`config.mk`:
```
export PLATFORM = sky130hd
export DESIGN_NAME = tile_sequencer
export DESIGN_NICKNAME = d
export VERILOG_FILES = /design/src/rtl/accel_pkg.sv /design/src/rtl/latency_pipe.sv /design/src/rtl/tile_sequencer.sv
export SDC_FILE = /design/constraint.sdc
export NUM_CORES = 1
export LEC_CHECK = 0
export ABC_CLOCK_PERIOD_IN_PS = 11800
export BUFFER_PORTS_ARGS = -buffer_cell sky130_fd_sc_hd__buf_2
export CAP_MARGIN = 20
export CORE_ASPECT_RATIO = 2
export CORE_MARGIN = 2
export CORE_UTILIZATION = 55
export DETAILED_ROUTE_END_ITERATION = 8
export MAX_ROUTING_LAYER = met4
export PLACE_DENSITY = 0.76
export SYNTH_ARGS = -nofsm -noshare
export SYNTH_HDL_FRONTEND = slang
export SYNTH_SLANG_ARGS = --single-unit
```
`constraint.sdc`:
```
create_clock -name CLK -period 11.8 [get_ports CLK]
set_clock_uncertainty 0.15 [all_clocks]
set_input_delay 2.95 -clock CLK [delete_from_list [all_inputs] [get_ports CLK]]
set_output_delay 2.95 -clock CLK [all_outputs]
set_load 0.05 [all_outputs]
```
`src/rtl/accel_pkg.sv`:
```
// Shared definitions for the accelerator tile control path: FSM state codes and
// the activate-read to output-write latency through the PE array.
package accel_pkg;

  typedef enum logic [5:0] {
    ST_IDLE   = 6'd0,
    ST_WLOAD  = 6'd1,
    ST_STREAM = 6'd2,
    ST_FLUSH  = 6'd3,
    ST_DONE   = 6'd4
  } tile_state_t;

  // A vector entering the array needs ROWS cycles to cross the weights and
  // COLS more to drain out of the last column.
  function automatic int calc_lat(input int rows, input int cols);
    return rows + cols;
  endfunction

endpackage

```
`src/rtl/latency_pipe.sv`:
```
// Fixed delay line of DEPTH register stages, W bits wide.
// Latency DEPTH enabled cycles; no backpressure, en=0 holds every stage.
module latency_pipe #(
  parameter int DEPTH = 32,
  parameter int W     = 11
) (
  input  logic         clk,
  input  logic         rst_n,
  input  logic         en,
  input  logic [W-1:0] din,
  output logic [W-1:0] dout
);

  logic [W-1:0] stage [DEPTH];

  always_ff @(posedge clk) begin
    if (!rst_n) begin
      for (int i = 0; i < DEPTH; i++) stage[i] <= '0;
    end else if (en) begin
      stage[0] <= din;
      for (int i = 1; i < DEPTH; i++) stage[i] <= stage[i-1];
    end
  end

  assign dout = stage[DEPTH-1];

endmodule

```
`src/rtl/tile_sequencer.sv`:
```
// Sequences one PE-array tile: weight preload, activation stream, output drain.
// Output write trails its activate read by ROWS+COLS cycles; EN=0 freezes everything.
module tile_sequencer
  import accel_pkg::*;
#(
  parameter int ROWS = 16,
  parameter int COLS = 16,
  parameter int AW   = 13,
  parameter int KW   = 10
) (
  input  logic          CLK,
  input  logic          RESET,
  input  logic          EN,
  input  logic          START,
  input  logic [AW-1:0] IADDR,
  input  logic [AW-1:0] WADDR,
  input  logic [AW-1:0] OADDR,
  input  logic [KW-1:0] K_LEN,
  output logic [5:0]    STATE,
  output logic          BUSY,
  output logic          DONE,
  output logic          W_EN,
  output logic          SELECTOR,
  output logic          weight_cen,
  output logic          weight_wen,
  output logic          activate_cen,
  output logic          activate_wen,
  output logic          output_cen,
  output logic          output_wen,
  output logic [AW-1:0] weight_addr,
  output logic [AW-1:0] activate_addr,
  output logic [AW-1:0] output_addr
);

  localparam int LAT  = calc_lat(ROWS, COLS);
  localparam int LATW = $clog2(LAT + 1);
  localparam int CW   = (KW > LATW) ? KW : LATW;

  tile_state_t   state, state_nxt;
  logic [CW-1:0] cnt, cnt_nxt;
  logic [AW-1:0] iaddr_q, waddr_q, oaddr_q;
  logic [KW-1:0] k_q;
  logic          w_pend;
  logic          w_rd, a_rd, o_wr;
  logic [KW:0]   pipe_out;

  always_ff @(posedge CLK) begin
    if (!RESET) begin
      state   <= ST_IDLE;
      cnt     <= '0;
      w_pend  <= 1'b0;
      iaddr_q <= '0;
      waddr_q <= '0;
      oaddr_q <= '0;
      k_q     <= '0;
    end else if (EN) begin
      state  <= state_nxt;
      cnt    <= cnt_nxt;
      // Weight SRAM has one cycle of read latency; latch strobe follows the read.
      w_pend <= (state == ST_WLOAD);
      if (state == ST_IDLE && START) begin
        iaddr_q <= IADDR;
        waddr_q <= WADDR;
        oaddr_q <= OADDR;
        k_q     <= K_LEN;
      end
    end
  end

  always_comb begin
    state_nxt = state;
    cnt_nxt   = cnt;
    case (state)
      ST_IDLE: begin
        if (START) begin
          state_nxt = ST_WLOAD;
          cnt_nxt   = '0;
        end
      end
      ST_WLOAD: begin
        if (cnt == CW'(ROWS - 1)) begin
          cnt_nxt   = '0;
          state_nxt = (k_q == '0) ? ST_DONE : ST_STREAM;
        end else begin
          cnt_nxt = cnt + CW'(1);
        end
      end
      ST_STREAM: begin
        if ((cnt + CW'(1)) == CW'(k_q)) begin
          cnt_nxt   = '0;
          state_nxt = ST_FLUSH;
        end else begin
          cnt_nxt = cnt + CW'(1);
        end
      end
      ST_FLUSH: begin
        if (cnt == CW'(LAT - 1)) begin
          cnt_nxt   = '0;
          state_nxt = ST_DONE;
        end else begin
          cnt_nxt = cnt + CW'(1);
        end
      end
      ST_DONE: state_nxt = ST_IDLE;
      default: state_nxt = ST_IDLE;
    endcase
  end

  // Carries {valid, stream index} from each activate read to its output write.
  latency_pipe #(
    .DEPTH (LAT),
    .W     (KW + 1)
  ) u_out_pipe (
    .clk   (CLK),
    .rst_n (RESET),
    .en    (EN),
    .din   ({a_rd, cnt[KW-1:0]}),
    .dout  (pipe_out)
  );

  assign w_rd = EN && (state == ST_WLOAD);
  assign a_rd = EN && (state == ST_STREAM);
  assign o_wr = EN && pipe_out[KW];

  assign weight_cen    = !w_rd;
  assign weight_wen    = 1'b1;
  assign weight_addr   = w_rd ? (waddr_q + AW'(cnt)) : '0;
  assign activate_cen  = !a_rd;
  assign activate_wen  = 1'b1;
  assign activate_addr = a_rd ? (iaddr_q + AW'(cnt)) : '0;
  assign output_cen    = !o_wr;
  assign output_wen    = !o_wr;
  assign output_addr   = o_wr ? (oaddr_q + AW'(pipe_out[KW-1:0])) : '0;

  assign STATE    = state;
  assign BUSY     = (state != ST_IDLE);
  // Gated so a frozen DONE state still yields a single pulse.
  assign DONE     = EN && (state == ST_DONE);
  assign W_EN     = EN && w_pend;
  assign SELECTOR = (state == ST_STREAM) || (state == ST_FLUSH) || (state == ST_DONE);

endmodule

```
# Word-level counts from Yosys, hierarchy flattened
# Memory sizes are Yosys's and may differ from the RTL's.
# Cells that the tools add are included.
[word_totals]
word_cells = 123
input_bits = 53
register_bits = 66
ramBits = 352
memories = 1
out_inout_bits = 55
[memory_table]
columns = ["memory", "depth", "width", "read_ports", "rd_clocked_by_memory_dff", "write_ports", "line_no", "text"]
rows = [
  ["u_out_pipe.stage", 32, 11, 32, 0, 32, "latency_pipe.sv:14", "logic [W-1:0] stage [DEPTH];"],
]
[classes]
n_bitwise = 32
n_reduce_logical = 18
mux = 50
n_eq_ne = 11
n_addsub = 4
[ops]
columns = ["op", "n"]
rows = [
  ["$mux 11", 32],
  ["$mux 10", 4],
  ["$pmux 10 s4", 1],
  ["$add 13x10->13", 3],
  ["$mux 13", 3],
  ["$or 1x1->1", 32],
  ["$mux 6", 4],
  ["$pmux 6 s4", 1],
  ["$eq 6x2->1 const B", 2],
  ["$add 10x1->10 const B", 1],
  ["$eq 10x10->1", 1],
  ["$eq 10x4->1 const B", 1],
  ["$eq 10x5->1 const B", 1],
  ["$logic_not 10->1", 1],
  ["$eq 6x1->1 const B", 1],
  ["$eq 6x3->1 const B", 1],
  ["$logic_and 1x1->1", 6],
  ["$logic_not 6->1", 1],
  ["$ne 2x2->1 const B", 3],
  ["$reduce_bool 6->1", 1],
  ["$reduce_and 5->1", 1],
  ["$mux 1", 4],
  ["$reduce_bool 4->1", 1],
  ["$logic_not 1->1", 3],
  ["5 further kinds", 6],
]

# Logic depth before layout (Yosys ltp)
[logic_depth]
depth_word = 4
ltp_mapped = 11
depth_no_buf = 10

# Hierarchy
# A second synthesis with hierarchy kept.
[unflattened]
hier_cells = 1365
hier_area_um2 = 17825.8
[modules_own_cells]
columns = ["module", "n_inst", "seq_area_each_um2", "cells_per_inst", "area_each_um2"]
rows = [
  ["latency_pipe", 1, 10570.1, 777, 13228.9],
  ["tile_sequencer", 1, 1261.2, 588, 4596.9],
]

# Worst setup path before layout
# No wires, ideal clock.
[synth_path]
path_type = "input port to flip-flop"
from = "in EN"
to = "mem u_out_pipe.stage[0][0], enable pin"
t_arrival_ps = 11888
t_required_ps = 10871
path_stages = 3
setup_time_ps = 779
path_slack_ps = -1017
path_cell_list = "clkbuf_1 > clkbuf_1 > nand2b_1"
[synth_rtl]
columns = ["item", "line_no", "text"]
rows = [
  ["from (decl)", "tile_sequencer.sv:13", "input logic EN,"],
  ["to (decl)", "latency_pipe.sv:14", ""],
]

# Worst setup path after layout
[layout_path]
from = "in EN"
to = "out weight_addr[5]"
[layout_between]
elab_chain_cells = 2
[layout_rtl]
columns = ["item", "line_no", "text"]
rows = [
  ["$logic_and 1x1->1", "tile_sequencer.sv:121", "assign w_rd = EN && (state == ST_WLOAD);"],
  ["$mux 13", "tile_sequencer.sv:127", "assign weight_addr = w_rd ? (waddr_q + AW'(cnt)) : '0;"],
  ["to (decl)", "tile_sequencer.sv:30", "output logic [AW-1:0] weight_addr,"],
]
# No other way between the ends.

==> summary.txt <==
Status
  • Status: completed

Timing
  • Slew of the pin with the lowest slew margin: 0.997 ns
  • Crit path time final: 8.12 ns
  • TNS Setup: 0 ns
  • Slew HR: 33.6%
  • Unrepaired setup endpoints after global routing: no
  • Setup violators final: 0
  • Fin crit share: 68.8%
  • Fin. Hold Viols: 0
  • Fmax achieved: 0.123 GHz
  • Slew Limit Fails: 0

Clocking
  • Clk root buf: clkbuf_16
  • CTS Hold Bufs: 0
  • Post_cts resized: 0
  • Clock sink total: 415
  • Clock latency at the later pin of the worst-skew pair: 0.52 ns
  • H-tree levels: 2
  • Worst-path clk slew: 0.07 ns
  • Clock buffer count from CTS: 36
  • Longest Clk Path Bufs: 3
  • CTS tree: built
  • Setup repair bufs after CTS: 0

Synth
  • Syn avg cell area: 12.9 µm²
  • EDFF count, synth: 352
  • Distinct cells, synth: 53
  • Sequential area share after synthesis: 68.0%
  • Yosys top cell by area: edfxtp_1
  • Ys async rst share: 0%
  • Most common flop cell mapped by yosys: edfxtp_1
  • Mapped Cells: 1345
  • Synthesized area: 17400 µm²
  • Top cell type's share of synthesized area: 60.7%
  • Top post-synthesis cells by area: edfxtp_1 61%, and3_1 7.3%, dfxtp_1 7.2%
  • Yosys warns: 0
  • Flops & latches, synth: 415

Setup path
  • Slowest cell delay on critical path: 0.55 ns
  • Crit path max fanout: 93
  • Crit path max-delay family: buffers and inverters
  • Setup CP Type: input pin to primary output
  • Sum of buffers and inverters on the critical path: 2
  • Crit-path cells: buf_4 -> nor2b_1 -> nand3_1 -> a211oi_1 -> buf_2
  • CP required: 8.70 ns
  • Slowest CP cell: buf_4
  • Crit. End Element: primary output
  • Startpoint types: input pin
  • CP arrival: 5.02 ns

Run
  • Max cap viols: 0

Power
  • VDD IR-drop max: 0.128 mV
  • P_leak: 8.24 nW
  • P per Cell Area: 161 nW/µm²

Routing
  • Met2 wire len: 14400 µm
  • Vias: 10100
  • Routed wl met3: 1350 µm
  • Top Layer Used: met4
  • Antenna-violating nets left: 0
  • Initial DRC Count: 831
  • Final WL: 30200 µm
  • DRT met1 WL: 13700 µm
  • Per-cell routed wire length: 16.4 µm
  • DRC: 0
  • Vias/cell: 5.49
  • DRT Pass-1 Iters: 5

Final layout
  • Layout Cells excl Fill: 1845
  • Layout cells sized above 1: 11.7%
  • Layout area overhead: 11.2%
  • Post-layout util: 61.8%
  • FILL cells: 2331
  • Finished Cell Area: 19400 µm²
  • Nets: 1483

Floorplan
  • Number of primary I/O pins: 108
  • Die X: 130 µm
  • Die height: 256 µm
  • Overall die area: 33200 µm²
  • Core area: 31300 µm²
  • Core Rows: 92
  • Initial Util: 55.6%

Global route
  • GRT overflow: 0
  • Number of global-route vias before repair: 9961
  • Total GRT Usage: 18.5%
  • Pin count of the biggest net entering global routing: 189
  • First-pass GRT wire length: 48700 µm
  • Initial antenna violation count: 1

Placed design
  • Dpl cells: 1780
  • Detail Placement HPWL: 17000 µm
  • Post-DP Area: 18100 µm²
  • IO Port Bufs: 102
  • GPL Wtd Cong: 0.827

Hold path
  • Hold Crit Class: register to register
cell usage in the layout, fill, tap and decap left out, types with 23 or more instances in the layout:
master / Yosys / layout
edfxtp_1: 352 / 352
dfxtp_1: 63 / 63
clkbuf_16: 0 / 37
buf_2: 4 / 100
and3_1: 203 / 202
a21boi_0: 50 / 50
nor2_1: 51 / 51
xnor2_1: 23 / 23
ha_1: 31 / 31
and2_1: 161 / 161
nand2_1: 129 / 129
synthesized netlist by cell type (all sizes together), types with 2 or more instances:
master  number
edfxtp     352
and3       203
and2       161
nand2      130
clkbuf      85
dfxtp       63
nor2        52
a21boi      50
ha          31
xnor2       23
a21oi       21
xor2        19
o21ai       18
buf         14
a21o        11
nor3        11
inv         10
nand3       10
nor2b        9
o21a         7
nor4         6
a211oi       5
or3          5
a31oi        4
nand2b       4
nand4        4
o22a         4
or4          4
a41oi        3
fa           3
nor3b        3
o21bai       3
or2          3
conb         2
o41a         2
path summary, 6_finish.rpt:
| kind | start | end | slack [ns] | cells after the start |
|---|---|---|---|---|
| min | waddr_q[6] | waddr_q[6] | 0.32 | 2 |
| min reg2reg | waddr_q[6] | waddr_q[6] | 0.32 | 2 |
| max | EN | weight_addr[5] | 3.68 | 5 |
| max reg2reg | cnt[1] | cnt[2] | 8.23 | 9 |
power breakdown:
group	switching [mW]	internal (mW)	leakage (nW)
logic	0.118	0.0632	3.26
registers	0.0330	1.69	4.40
clock network	0.509	0.710	0.580
worst min-delay path: stages, from the launching register on:
cell	delay (ns)
dfxtp_1	0.31
nand2_1	0.05
a21boi_0	0.06
final cells by class:
cell class / count / area, µm² / share of cell area [%]
diodes: 1 / 2.50 / 0.0129
clock buffers: 46 / 960 / 4.96
clock inverters: 17 / 243 / 1.25
inverters: 10 / 37.5 / 0.194
multi-input cells: 824 / 5150 / 26.6
flip-flops and latches: 415 / 11800 / 61.1
well taps: 423 / 529 / 2.73
repair buffers: 109 / 607 / 3.13
sequential cells by signal, summed over array words and instances (netlist names):
| signal | count |
|---|---|
| STATE | 3 |
| u_out_pipe.stage | 352 |
| oaddr_q | 13 |
| w_pend | 1 |
| waddr_q | 13 |
| cnt | 10 |
| k_q | 10 |
| iaddr_q | 13 |
cells by family (layout without fill, tap and decap cells):
group           Yosys count  count (layout)  synth area share (%)
buf+inv                 109             182                  2.62
flops                   415             415                  68.0
compound gates          136             136                  5.49
xor+xnor                 42              42                  2.11
simple gates            606             606                  19.1
fa+ha+maj                34              34                  2.57
other cells               2               6                0.0431
mux                       1               1                0.0647
stage by stage:
step	power [mW]	worst slack, ns	hold slack (ns)
3_3_place_gp	1.92	3.78	0.310
6_report	3.12	3.68	0.323
5_1_grt	3.23	3.43	0.347
3_5_place_dp	1.93	3.65	0.316
4_1_cts	3.15	3.62	0.327
2_1_floorplan	1.89	3.16	0.297
metal layers:
layer  GRT usage (%)  vias up
met2            28.0      246
met5               -        -
met3            3.11       67
li1                -     4895
met4            6.24        0
met1            25.6     4927
Power figures use the tool's default switching activity.
